[src/rtl/mul_dispatch.sv]
// Operand FIFO plus issue/collect controller in front of the non-stallable shift-add multiplier.
// Operations go out one at a time and in order; each product waits in a result register until the consumer takes it.
module mul_dispatch #(
  parameter int BW    = 4,
  parameter int DEPTH = 4
) (
  input  logic                     clk,
  input  logic                     rstn,
  input  logic                     s_valid,
  output logic                     s_ready,
  input  logic [BW-1:0]            s_a,
  input  logic [BW-1:0]            s_b,
  output logic                     m_inval,
  output logic [BW-1:0]            m_inA,
  output logic [BW-1:0]            m_inB,
  input  logic                     m_started,
  input  logic                     m_outval,
  input  logic [2*BW-1:0]          m_mulout,
  output logic                     r_valid,
  input  logic                     r_ready,
  output logic [2*BW-1:0]          r_prod,
  output logic [$clog2(DEPTH):0]   level,
  output logic                     err
);

  localparam int AW = $clog2(DEPTH);
  localparam logic [AW:0]   FULL_COUNT = (AW+1)'(DEPTH);
  localparam logic [AW:0]   COUNT_ONE  = (AW+1)'(1);
  localparam logic [AW-1:0] PTR_ONE    = AW'(1);

  typedef enum logic [1:0] {
    IDLE  = 2'd0,
    ISSUE = 2'd1,
    WAIT  = 2'd2
  } state_t;

  state_t            state_q;
  logic [AW:0]       count_q, count_d;
  logic [AW-1:0]     wrPtr_q, wrPtr_d;
  logic [AW-1:0]     rdPtr_q, rdPtr_d;
  logic [BW-1:0]     memA [DEPTH];
  logic [BW-1:0]     memB [DEPTH];
  logic              mInval_q;
  logic [BW-1:0]     mInA_q, mInB_q;
  logic              rValid_q;
  logic [2*BW-1:0]   rProd_q;
  logic              err_q;

  logic full;
  logic push;
  logic pop;

  // Ready depends on the stored count only, so a pop in the same cycle cannot open a full FIFO.
  assign full    = (count_q == FULL_COUNT);
  assign s_ready = !full;
  assign push    = s_valid && !full;
  assign pop     = (state_q == IDLE) && (count_q != '0) && !m_started && !rValid_q;

  assign m_inval = mInval_q;
  assign m_inA   = mInA_q;
  assign m_inB   = mInB_q;
  assign r_valid = rValid_q;
  assign r_prod  = rProd_q;
  assign level   = count_q;
  assign err     = err_q;

  always_comb begin
    count_d = count_q;
    wrPtr_d = wrPtr_q;
    rdPtr_d = rdPtr_q;
    if (push) begin
      wrPtr_d = wrPtr_q + PTR_ONE;
    end
    if (pop) begin
      rdPtr_d = rdPtr_q + PTR_ONE;
    end
    if (push && !pop) begin
      count_d = count_q + COUNT_ONE;
    end else if (!push && pop) begin
      count_d = count_q - COUNT_ONE;
    end
  end

  // Storage needs no reset: only entries below the count are ever read.
  always_ff @(posedge clk) begin
    if (push) begin
      memA[wrPtr_q] <= s_a;
      memB[wrPtr_q] <= s_b;
    end
  end

  always_ff @(posedge clk) begin
    if (!rstn) begin
      state_q  <= IDLE;
      count_q  <= '0;
      wrPtr_q  <= '0;
      rdPtr_q  <= '0;
      mInval_q <= 1'b0;
      mInA_q   <= '0;
      mInB_q   <= '0;
      rValid_q <= 1'b0;
      rProd_q  <= '0;
      err_q    <= 1'b0;
    end else begin
      count_q <= count_d;
      wrPtr_q <= wrPtr_d;
      rdPtr_q <= rdPtr_d;
      if (rValid_q && r_ready) begin
        rValid_q <= 1'b0;
      end
      // A result pulse outside WAIT has no owner; flag it and otherwise ignore it.
      if (m_outval && (state_q != WAIT)) begin
        err_q <= 1'b1;
      end
      case (state_q)
        IDLE: begin
          if (pop) begin
            state_q  <= ISSUE;
            mInval_q <= 1'b1;
            mInA_q   <= memA[rdPtr_q];
            mInB_q   <= memB[rdPtr_q];
          end
        end
        ISSUE: begin
          state_q  <= WAIT;
          mInval_q <= 1'b0;
        end
        WAIT: begin
          if (m_outval) begin
            state_q  <= IDLE;
            rProd_q  <= m_mulout;
            rValid_q <= 1'b1;
          end
        end
        default: begin
          state_q  <= IDLE;
          mInval_q <= 1'b0;
        end
      endcase
    end
  end

endmodule

[config.mk]
export PLATFORM = sky130hd
export DESIGN_NAME = mul_dispatch
export DESIGN_NICKNAME = d
export VERILOG_FILES = /design/src/rtl/mul_dispatch.sv
export SDC_FILE = /design/constraint.sdc
export NUM_CORES = 1
export LEC_CHECK = 0
export BUFFER_PORTS_ARGS = -buffer_cell sky130_fd_sc_hd__buf_2
export CORE_ASPECT_RATIO = 1.1
export CORE_MARGIN = 2
export CORE_UTILIZATION = 58
export DETAILED_ROUTE_END_ITERATION = 16
export HOLD_SLACK_MARGIN = 0.05
export PLACE_DENSITY = 0.83
export SLEW_MARGIN = 0
export SYNTH_ARGS = -nofsm -noshare
export SYNTH_HDL_FRONTEND = slang
export SYNTH_SLANG_ARGS = --single-unit
[constraint.sdc]
create_clock -name clk -period 5.63 [get_ports clk]
set_input_delay 1.126 -clock clk [delete_from_list [all_inputs] [get_ports clk]]
set_output_delay 1.126 -clock clk [all_outputs]
set_load 0.03 [all_outputs]
==> results.md, run 1 <==
- Setup Fix Bufs, Post-CTS: 0
- DR vias: 1465
- Largest net degree at the start of global routing: 20
- CTS buffer count: 9
- Seq cells post-synth: 60
- Slew margin rel.: 51.60%
- Fin Hold WS: 0.4648 ns
- Cell Area, Synth: 0.002297 mm²
- VDD IR-drop max: 0.0002197 V
- Final min period: 3.105 ns
- RSZ-0062 raised after global routing: false
- Drt wl/cell: 14.97 µm
- Library cells used by synthesis: 31
- LEAKAGE: 1.116 nW
- DIE WIDTH: 64.01 µm
- Ranking of synthesized cells by area: edfxtp_1 42%, dfxtp_1 24%, mux4_2 7.8%
- Placed Instance Area: 0.002559 mm²
- FP Rows: 24
- Worst-Margin Slew: 0.7204 ns
- CTS max path bufs: 2
- Critical path arrival: 3.35 ns
- Post-DP HPWL: 2844 µm
- Sequential area share after synthesis: 66.23%
- Crit Path Class: input pin to register
- Fmax: 322.0 MHz
- Worst-path clk slew: 0.06 ns
- Synth async-reset ratio: 0%
- Share of cells above drive strength 1: 30.23%
- Ys flop type: edfxtp_1
- Clk_skew: 0.004941 ns
- Antenna viol nets, final: 0
- Fin area: 0.002710 mm²
- Critical path capture point type: register
- Post-synth EDFFs: 32
- Skew-Pair Late Insertion Delay: 0.32 ns
- Starting Density: 59.30%
- Final Hold Viols: 0
- Most common cell in the netlist: edfxtp_1
- P_sw: 0.3728 mW
- Final Wtd Congestion: 0.6928
- CTS tree: done
- Remaining DRCs: 0
- Total of max-cap violations: 0
- Syn Inst Count: 161
- Vias in the first global route: 1448
- Initial DRC count: 96
- Avg Inst Size Synth: 14.27 µm²
- Vias/cell: 5.487
- Die Height: 70.01 µm
- Top-area cell type share of the netlist area: 41.83%
- GRT Util Overall: 19.53%
- Initial antenna violation count: 0
- Synth warn: 0
- First-pass GRT wire length: 6513 µm
- Hold/Removal Path Class: register to register
- N_diodes: 0
- Area grow syn2layout: 17.97%
- Number of gates resized after cts: 0
- Crit path max fanout: 10
- Gr ovfl total: 0
- Logic pwr share: 25.3%
- Port-buffer cells: 44
- Layout net count: 238
- Clock sink count: 60
- Setup TNS: 0 ns
- Crit path launch type: input pin
- Root Buffer: clkbuf_8
- Clock share of power: 25.9%
- Final period utilization: 55.16%
- Critical Path RT: 5.88 ns
- Sw Share: 31.88%
- Internal: 0.7968 mW
- Hold_buf cts: 0
- Core area: 0.003874 mm²
- DIE AREA: 0.004481 mm²
- Setup violations, final: 0
- Post-synth top cells: 32 x edfxtp_1, 28 x dfxtp_1, 14 x nor2_1
- H-Tree Depth: 3
- Pwr Density: 431.6 mW/mm²
- Yosys top cell by area: edfxtp_1
- Count of pins over their slew limit: 0
- Sequential Power Share: 48.8%
- Synthesized Nets: 189
- DR pass1 iterations: 4
- Status: finished, final reports clean
- IO Count: 45
- WL final: 3998 µm
-- worst max-delay path, cell delays in order --
cell and delay, ns:
buf_2 0.09, or4_1 0.62, nor2_2 0.40, inv_1 0.10
ha_1 0.23, inv_1 0.08, fa_1 0.18, xor2_1 0.07
or3_1 0.32, a21oi_1 0.15
-- through the flow --
stage	instances	utilization [%]	power [mW]	worst slack, ns
finish	267	69.96	1.170	2.525
global route	267	69.96	1.226	2.438
CTS	267	69.96	1.176	2.548
detailed placement	251	66.05	0.8751	2.226
global placement	251	66.05	0.8548	2.358
floorplan	161	-	0.7914	2.579
-- cell type report --
type / count / area [µm²]
clock inverter: 4 / 16.27
inverter: 8 / 30.03
timing repair buffer: 44 / 220.2
clock buffer: 12 / 135.1
sequential: 60 / 1521
tap: 52 / 65.06
fill: 271 / 1164
multi-input combinational: 87 / 721.9
-- metal layers --
metal	GRT usage [%]	up-vias	wire, µm
li1	-	692	-
met1	23.49	713	1646
met2	32.29	51	2029
met3	5.797	9	254
met4	8.696	0	66
met5	0	-	0
-- sequential cells by signal, summed over array words and instances (netlist names) --
signal   cells
memB        16
level        3
m_inB        4
state_q      2
m_inval      1
err          1
r_valid      1
m_inA        4
memA        16
wrPtr_q      2
rdPtr_q      2
r_prod       8
-- cell families after synthesis --
| kind of cell | share of synthesized area, % |
|---|---|
| xor+xnor | 0.7627 |
| compound gates | 6.100 |
| fa+ha+maj | 3.595 |
| buf+inv | 2.342 |
| flops | 66.23 |
| simple gates | 8.769 |
| mux | 12.20 |
-- final timing paths --
path | startpoint | to | slack (ns) | cells past startpoint
worst min register to register | m_inA[1] | m_inA[1] | 0.46 | 2
worst max register to register | level[0] | level[2] | 2.97 | 9
worst min-delay path | m_inA[1] | m_inA[1] | 0.46 | 2
worst max-delay path | m_started | level[2] | 2.52 | 10
-- layout by cell type (no fill, tap or decap), types with 2 or more instances in the layout --
cell	n
mux4_2	8
ha_1	5
o2bb2ai_1	8
clkinv_1	3
and3_1	4
buf_2	44
o21ai_0	4
nand2_1	8
clkbuf_1	3
nand3_1	2
a21oi_1	7
clkbuf_8	9
xor2_1	2
mux2i_1	10
or3_1	2
inv_1	7
dfxtp_1	28
edfxtp_1	32
or4_1	2
nor2_1	14
-- power groups by stage --
stage / sequential (mW) / combinational [mW] / clock (mW)
2_1_floorplan: 0.620 / 0.172 / 0
3_3_place_gp: 0.577 / 0.278 / 0
3_5_place_dp: 0.582 / 0.293 / 0
4_1_cts: 0.573 / 0.295 / 0.309
5_1_grt: 0.582 / 0.318 / 0.326
6_report: 0.571 / 0.296 / 0.303
Power figures use the tool's default switching activity.
==> inputs of run 2 (changes only) <==
Settings changed: ABC_AREA from default to 1, CORE_UTILIZATION 58 to 50, PLACE_DENSITY 0.83 to 0.75.
Clock period 5.63 ns to 2.8 ns, I/O delays scaled along.
==> results.md, run 2 <==
- Root Buffer: clkbuf_8
- Synth Area in XOR/XNOR: 0.3413% (-0.42 points)
- Setup WS pre-CTS: 0.7980 ns (-1.428 ns)
- Setup Fix Bufs, Post-CTS: 0 (unchanged)
- Port-buffer cells: 44 (unchanged)
- Synth async-reset ratio: 0% (unchanged)
- Starting Density: 51.68% (-7.6 points)
- Internal: 1.889 mW (+140%)
- Worst-path cell chain: inv_1, nand3_1, nand2_1, inv_1, ha_1, inv_1, fa_1, a21oi_1, o21ai_0, nor2_1, nor2_1
- Setup TNS: 0 ns (unchanged)
- Most common cell in the netlist: nand2_1
- Clock share of power: 30.3% (+4.4 points)
- Fmax: 513.2 MHz
- Die Height: 79.14 µm (+13%)
- Post-layout util: 61.17% (-8.8 points)
- Most frequent cells in the layout: 71 x nand2_1, 55 x inv_1, 44 x buf_2
- Library cells used by synthesis: 25 (-19%)
- Skew-Pair Late Insertion Delay: 0.33 ns (about the same)
- Worst-Margin Slew: 0.8272 ns (+0.1068 ns)
- Status: finished, final reports clean
- Total of max-cap violations: 0 (unchanged)
- CTS tree: done
- Synth warn: 0 (unchanged)
- GRT Util Overall: 17.53% (-2.0 points)
- Ranking of synthesized cells by area: edfxtp_1 37%, dfxtp_1 22%, nand2_1 10%
- IO Count: 45 (unchanged)
- VDD IR-drop max: 0.0007136 V (+220%)
- Slew margin rel.: 44.65% (-7.0 points)
- Avg Inst Size Synth: 8.849 µm² (-38%)
- Sw Share: 33.85% (+2.0 points)
- Final Wtd Congestion: 0.7655 (+10%)
- FP Rows: 27 (+13%)
- Layout fillers: 434 (+60%)
- Post-synth top cells: 71 x nand2_1, 55 x inv_1, 32 x edfxtp_1
- DIE AREA: 0.005722 mm² (+28%)
- Crit path launch type: register
- DR vias: 1874 (+28%)
- Logic pwr share: 28.2% (+2.9 points)
- Largest family of logic cells by synthesized area: simple AND/OR/NAND/NOR gates
- Critical path arrival: 2.18 ns (-1.17 ns)
- Post-synthesis mux area share: 0% (-12 points)
- Crit path max fanout: 7 (-3)
- Syn Inst Count: 290 (+80%)
- Hold/Removal Path Class: input pin to register
- CP max stage delay: 0.42 ns (-0.20 ns)
- Crit Path Class: register to register
- Share of cells above drive strength 1: 20.12% (-10 points)
- Clock sink count: 60 (unchanged)
- Number of gates resized after cts: 0 (unchanged)
- CP max stage cell: dfxtp_1
- RSZ-0062 raised after global routing: false
- CTS buffer count: 9 (unchanged)
- Simple-gate area share of the yosys netlist: 22.28% (+14 points)
- Cell Area, Synth: 0.002566 mm² (+12%)
- Initial antenna violation count: 0 (unchanged)
- P_sw: 0.9665 mW (+160%)
- Final min period: 1.948 ns
- Sequential area share after synthesis: 59.29% (-6.9 points)
- Seq cells post-synth: 60 (unchanged)
- Antenna viol nets, final: 0 (unchanged)
- Vias in the first global route: 1687 (+17%)
- DR pass1 iterations: 4 (unchanged)
- Pwr Density: 939.9 mW/mm² (+120%)
- CTS max path bufs: 2 (unchanged)
- LEAKAGE: 1.473 nW (+32%)
- Compound-cell area share of the yosys netlist: 3.852% (-2.2 points)
- Largest net degree at the start of global routing: 20 (unchanged)
- Remaining DRCs: 0 (unchanged)
- Setup violations, final: 0 (unchanged)
- Commonest non-fill, non-tap cell in the layout: nand2_1
- DIE WIDTH: 72.31 µm (+13%)
- First-pass GRT wire length: 7348 µm (+13%)
- Core area: 0.004966 mm² (+28%)
- CP top delay family: adder cells
- Fin Hold WS: 0.4471 ns (-0.01762 ns)
- CP Buf/Inv Count: 3 (unchanged)
- Gr ovfl total: 0 (unchanged)
- Ys flop type: edfxtp_1
- Critical Path RT: 3.03 ns (-2.85 ns)
- N_diodes: 0 (unchanged)
- CP dominant cell by count: inv_1
- Final WS setup: 0.8515 ns (-1.673 ns)
- Initial DRC count: 51 (-47%)
- Layout net count: 366 (+54%)
- Clk_skew: 0.008618 ns (+0.003677 ns)
- WL final: 4528 µm (+13%)
- H-Tree Depth: 3 (unchanged)
- Area grow syn2layout: 18.38%
- Yosys top cell by area: edfxtp_1
- Post-Synth Adder-Cell Area: 3.218% (-0.38 points)
- Synthesized Nets: 318 (+68%)
- Count of pins over their slew limit: 0 (unchanged)
- Post-synth EDFFs: 32 (unchanged)
- Final period utilization: 69.59%
- Vias/cell: 4.673 (-15%)
- Critical path capture point type: register
- Top-area cell type share of the netlist area: 37.45% (-4.4 points)
- Post-DP HPWL: 3096 µm (+8.8%)
- Worst-path clk slew: 0.07 ns (about the same)
- Drt wl/cell: 11.29 µm (-25%)
- Final Hold Viols: 0 (unchanged)
- Sequential Power Share: 41.5% (-7.3 points)
- Hold_buf cts: 0 (unchanged)
run 2: layout make-up:
cell class / count / area (µm²) / area share [%]
multi-input cells: 163 / 762.0 / 25.08
clock inverters: 4 / 70.07 / 2.306
clock buffers: 12 / 156.4 / 5.148
well taps: 58 / 72.57 / 2.389
inverters: 58 / 220.2 / 7.249
repair buffers: 46 / 235.2 / 7.743
flip-flops and latches: 60 / 1521 / 50.08
run 2: final timing paths:
kind	startpoint	end	slack, ns	cells past startpoint
worst max-delay path	level[0]	level[2]	0.85	11
worst min-delay path	s_a[3]	memA[3][3]	0.45	1
worst max register to register	level[0]	level[2]	0.85	11
worst min register to register	r_prod[0]	r_prod[0]	0.46	2
run 2: per-layer routing:
layer,GRT usage [%],part of all wire [%],vias to the layer above
li1,-,-,988
met1,18.74,43,832
met2,29.82,51,46
met3,5.964,4.8,8
met4,10.00,1.4,0
met5,0,0,-
run 2: power by group through the flow:
stage	Clock, mW	Combinational (mW)	Sequential, mW
finish	0.865	0.805	1.18
global route	0.928	0.912	1.20
CTS	0.891	0.817	1.18
detailed placement	0	0.812	1.20
global placement	0	0.794	1.20
floorplan	0	0.521	1.31
run 2: per-stage QoR:
step | power [mW] | instances | area, µm²
CTS | 2.892 | 401 | 3038
finish | 2.855 | 401 | 3038
floorplan | 1.833 | 290 | 2566
global placement | 1.990 | 385 | 2811
detailed placement | 2.014 | 385 | 2811
global route | 3.042 | 401 | 3038
run 2: cell families (layout without fill, tap and decap cells):
group | count (synthesis) | in the layout
and+or+nand+nor | 137 | 137
buffers and inverters | 67 | 120
DFF | 60 | 60
AOI/OAI and AO/OA | 19 | 19
adders and majority gates | 6 | 6
xor gates and xnor gates | 1 | 1
run 2: worst reg2reg max path, stage by stage (launching register included):
cell     delay [ns]
dfxtp_1        0.42
inv_1          0.08
nand3_1        0.08
nand2_1        0.15
inv_1          0.14
ha_1           0.15
inv_1          0.06
fa_1           0.37
a21oi_1        0.14
o21ai_0        0.11
nor2_1         0.10
nor2_1         0.05
==> inputs of run 3 (changes only) <==
Settings changed: CORE_UTILIZATION 50 to 55, PLACE_DENSITY 0.75 to 0.79.
Clock period 2.8 ns to 2 ns, I/O delays scaled along.
==> results.md, run 3 (synthesis results as in run 2) <==
- Status: finished, final reports clean
- P_sw: 1.402 mW (+45%)
- DR vias: 1925 (+2.7%)
- Sequential Power Share: 40.7% (-0.8 points)
- DR pass1 iterations: 4 (unchanged)
- IO Count: 45 (unchanged)
- Number of gates resized after cts: 0 (unchanged)
- Worst r2r src: level[1]
- Slew margin rel.: 72.10% (+27 points)
- CTS max path bufs: 2 (unchanged)
- Initial DRC count: 97 (+90%)
- Count of pins over their slew limit: 0 (unchanged)
- Vias in the first global route: 1740 (+3.1%)
- Power, Total: 3.994 mW (+40%)
- Internal: 2.592 mW (+37%)
- Final Hold Viols: 0 (unchanged)
- Area grow syn2layout: 19.84%
- Storage cell area: 0.001525 mm² (+0.25%)
- Fmax: 556.7 MHz (+8.5%)
- GRT Util Overall: 19.65% (+2.1 points)
- Share of cells above drive strength 1: 22.64% (+2.5 points)
- Min-Delay Path Depth: 1 (unchanged)
- LEAKAGE: 1.496 nW (+1.5%)
- CTS tree: done
- GRT met1 Usage: 23.30% (+4.6 points)
- DIE AREA: 0.005229 mm² (-8.6%)
- Hold_buf cts: 0 (unchanged)
- Most frequent cells in the layout: 71 x nand2_1, 55 x inv_1, 44 x buf_2
- Starting Density: 56.35% (+4.7 points)
- FP Rows: 26 (-3.7%)
- Total of max-cap violations: 0 (unchanged)
- Clk_skew: 0.009654 ns (+0.001036 ns)
- Drt wl/cell: 11.70 µm (+3.6%)
- Remaining DRCs: 0 (unchanged)
- Vias/cell: 4.753 (+1.7%)
- First-pass GRT wire length: 7693 µm (+4.7%)
- Die Height: 75.64 µm (-4.4%)
- Post-layout util: 67.53% (+6.4 points)
- Root Buffer: clkbuf_8
- VDD IR-drop max: 0.0007431 V (+4.1%)
- Layout net count: 372 (+1.6%)
- Worst-path clk slew: 0.06 ns (about the same)
- DIE WIDTH: 69.13 µm (-4.4%)
- Sw Share: 35.10% (+1.3 points)
- H-Tree Depth: 3 (unchanged)
- Core area: 0.004554 mm² (-8.3%)
- Initial antenna violation count: 0 (unchanged)
- Crit Path Class: register to register
- Multi-input gate area: 767.0 µm² (+0.66%)
- Largest net degree at the start of global routing: 20 (unchanged)
- R2r worst-path depth: 11 (unchanged)
- WL final: 4737 µm (+4.6%)
- CTS buffer count: 9 (unchanged)
- Gr ovfl total: 0 (unchanged)
- Final Wtd Congestion: 0.8077 (+5.5%)
- R2R setup slack: 0.20 ns (-0.65 ns)
- GRT busiest layer: met2
- RSZ-0062 raised after global routing: false
- Critical Path RT: 2.27 ns (-0.76 ns)
- Port-buffer cells: 44 (unchanged)
- Setup violations, final: 0 (unchanged)
- Antenna viol nets, final: 0 (unchanged)
- Setup Fix Bufs, Post-CTS: 0 (unchanged)
- Reg2reg end: level[2]
- Crit path max fanout: 3 (-4)
- Worst min-delay path startpoint: s_b[2]
- Crit path launch type: register
- Worst hold endpoint: memB[3][2]
- Hold/Removal Path Class: input pin to register
- Worst-Margin Slew: 0.4181 ns (-0.4092 ns)
- M3 GR Usage: 5.291% (-0.67 points)
- Clock share of power: 28.6% (-1.7 points)
- Pwr Density: 1299 mW/mm² (+38%)
- Post-DP HPWL: 3249 µm (+5.0%)
- Layout fillers: 372 (-14%)
- Final min period: 1.796 ns (-0.1521 ns)
- Logic pwr share: 30.7% (+2.5 points)
- Critical path capture point type: register
- Skew-Pair Late Insertion Delay: 0.34 ns (about the same)
- Commonest non-fill, non-tap cell in the layout: nand2_1
- Clock sink count: 60 (unchanged)
- Grt met2 use: 33.01% (+3.2 points)
- N_diodes: 0 (unchanged)
- Critical path arrival: 2.06 ns (-0.12 ns)
- Final period utilization: 89.82% (+20 points)
[run 3: cell count changes in the layout (fill, tap and decap cells not counted), sizes merged]
cell      previous run  this run
buf                 46        52
bufinv               2         1
clkbuf              12        13
clkinv               3         2
clkinvlp             0         1
[run 3: routing by layer]
layer / vias to the layer above / wire length, µm
met5: - / 0
met4: 0 / 97
met3: 8 / 282
met2: 53 / 2325
met1: 861 / 2031
li1: 1003 / -
[run 3: final cells by class]
type                       instances  share of cell area [%]
clock buffer                      13                   5.533
clock inverter                     3                   1.383
inverter                          58                   7.160
multi-input combinational        163                   24.94
sequential                        60                   49.59
tap                               56                   2.278
timing repair buffer              52                   9.113
[run 3: critical path, cell delays in order, from the launching register on]
cell and delay [ns]:
dfxtp_2 0.34, inv_1 0.10, nand3_1 0.15, nand3_2 0.12, ha_1 0.14, inv_1 0.07
fa_1 0.38, a21oi_1 0.14, o21ai_0 0.11, nand2_1 0.07, nand2_1 0.04, nor2_1 0.08
[run 3: power groups by stage]
| stage | registers, mW | clock network [mW] | logic (mW) |
|---|---|---|---|
| detailed placement | 1.65 | 0 | 1.22 |
| CTS | 1.63 | 1.16 | 1.24 |
| global placement | 1.64 | 0 | 1.20 |
| finish | 1.63 | 1.14 | 1.23 |
| floorplan | 1.84 | 0 | 0.734 |
| global route | 1.65 | 1.20 | 1.39 |
[run 3: how the worst max path moves through the flow]
stage	endpoint	depth (start not counted)	start
6_report	level[2]	11	level[1]
5_1_grt	level[2]	12	level[0]
4_1_cts	level[2]	11	level[1]
3_5_place_dp	level[2]	11	level[1]
3_3_place_gp	level[1]	8	m_started
2_1_floorplan	level[2]	11	level[1]
[run 3: through the flow]
stage	hold WS [ns]	cell area (µm²)	setup WS (ns)	std cells	TNS, ns
6_report	0.2775	3075	0.2036	405	0
2_1_floorplan	0.4894	2575	-0.001492	290	-0.001492
4_1_cts	0.2651	3075	0.1827	405	0
3_5_place_dp	0.4528	2863	0.2040	389	0
5_1_grt	0.2717	3075	0.001133	405	0
3_3_place_gp	0.4459	2863	0.2636	389	0
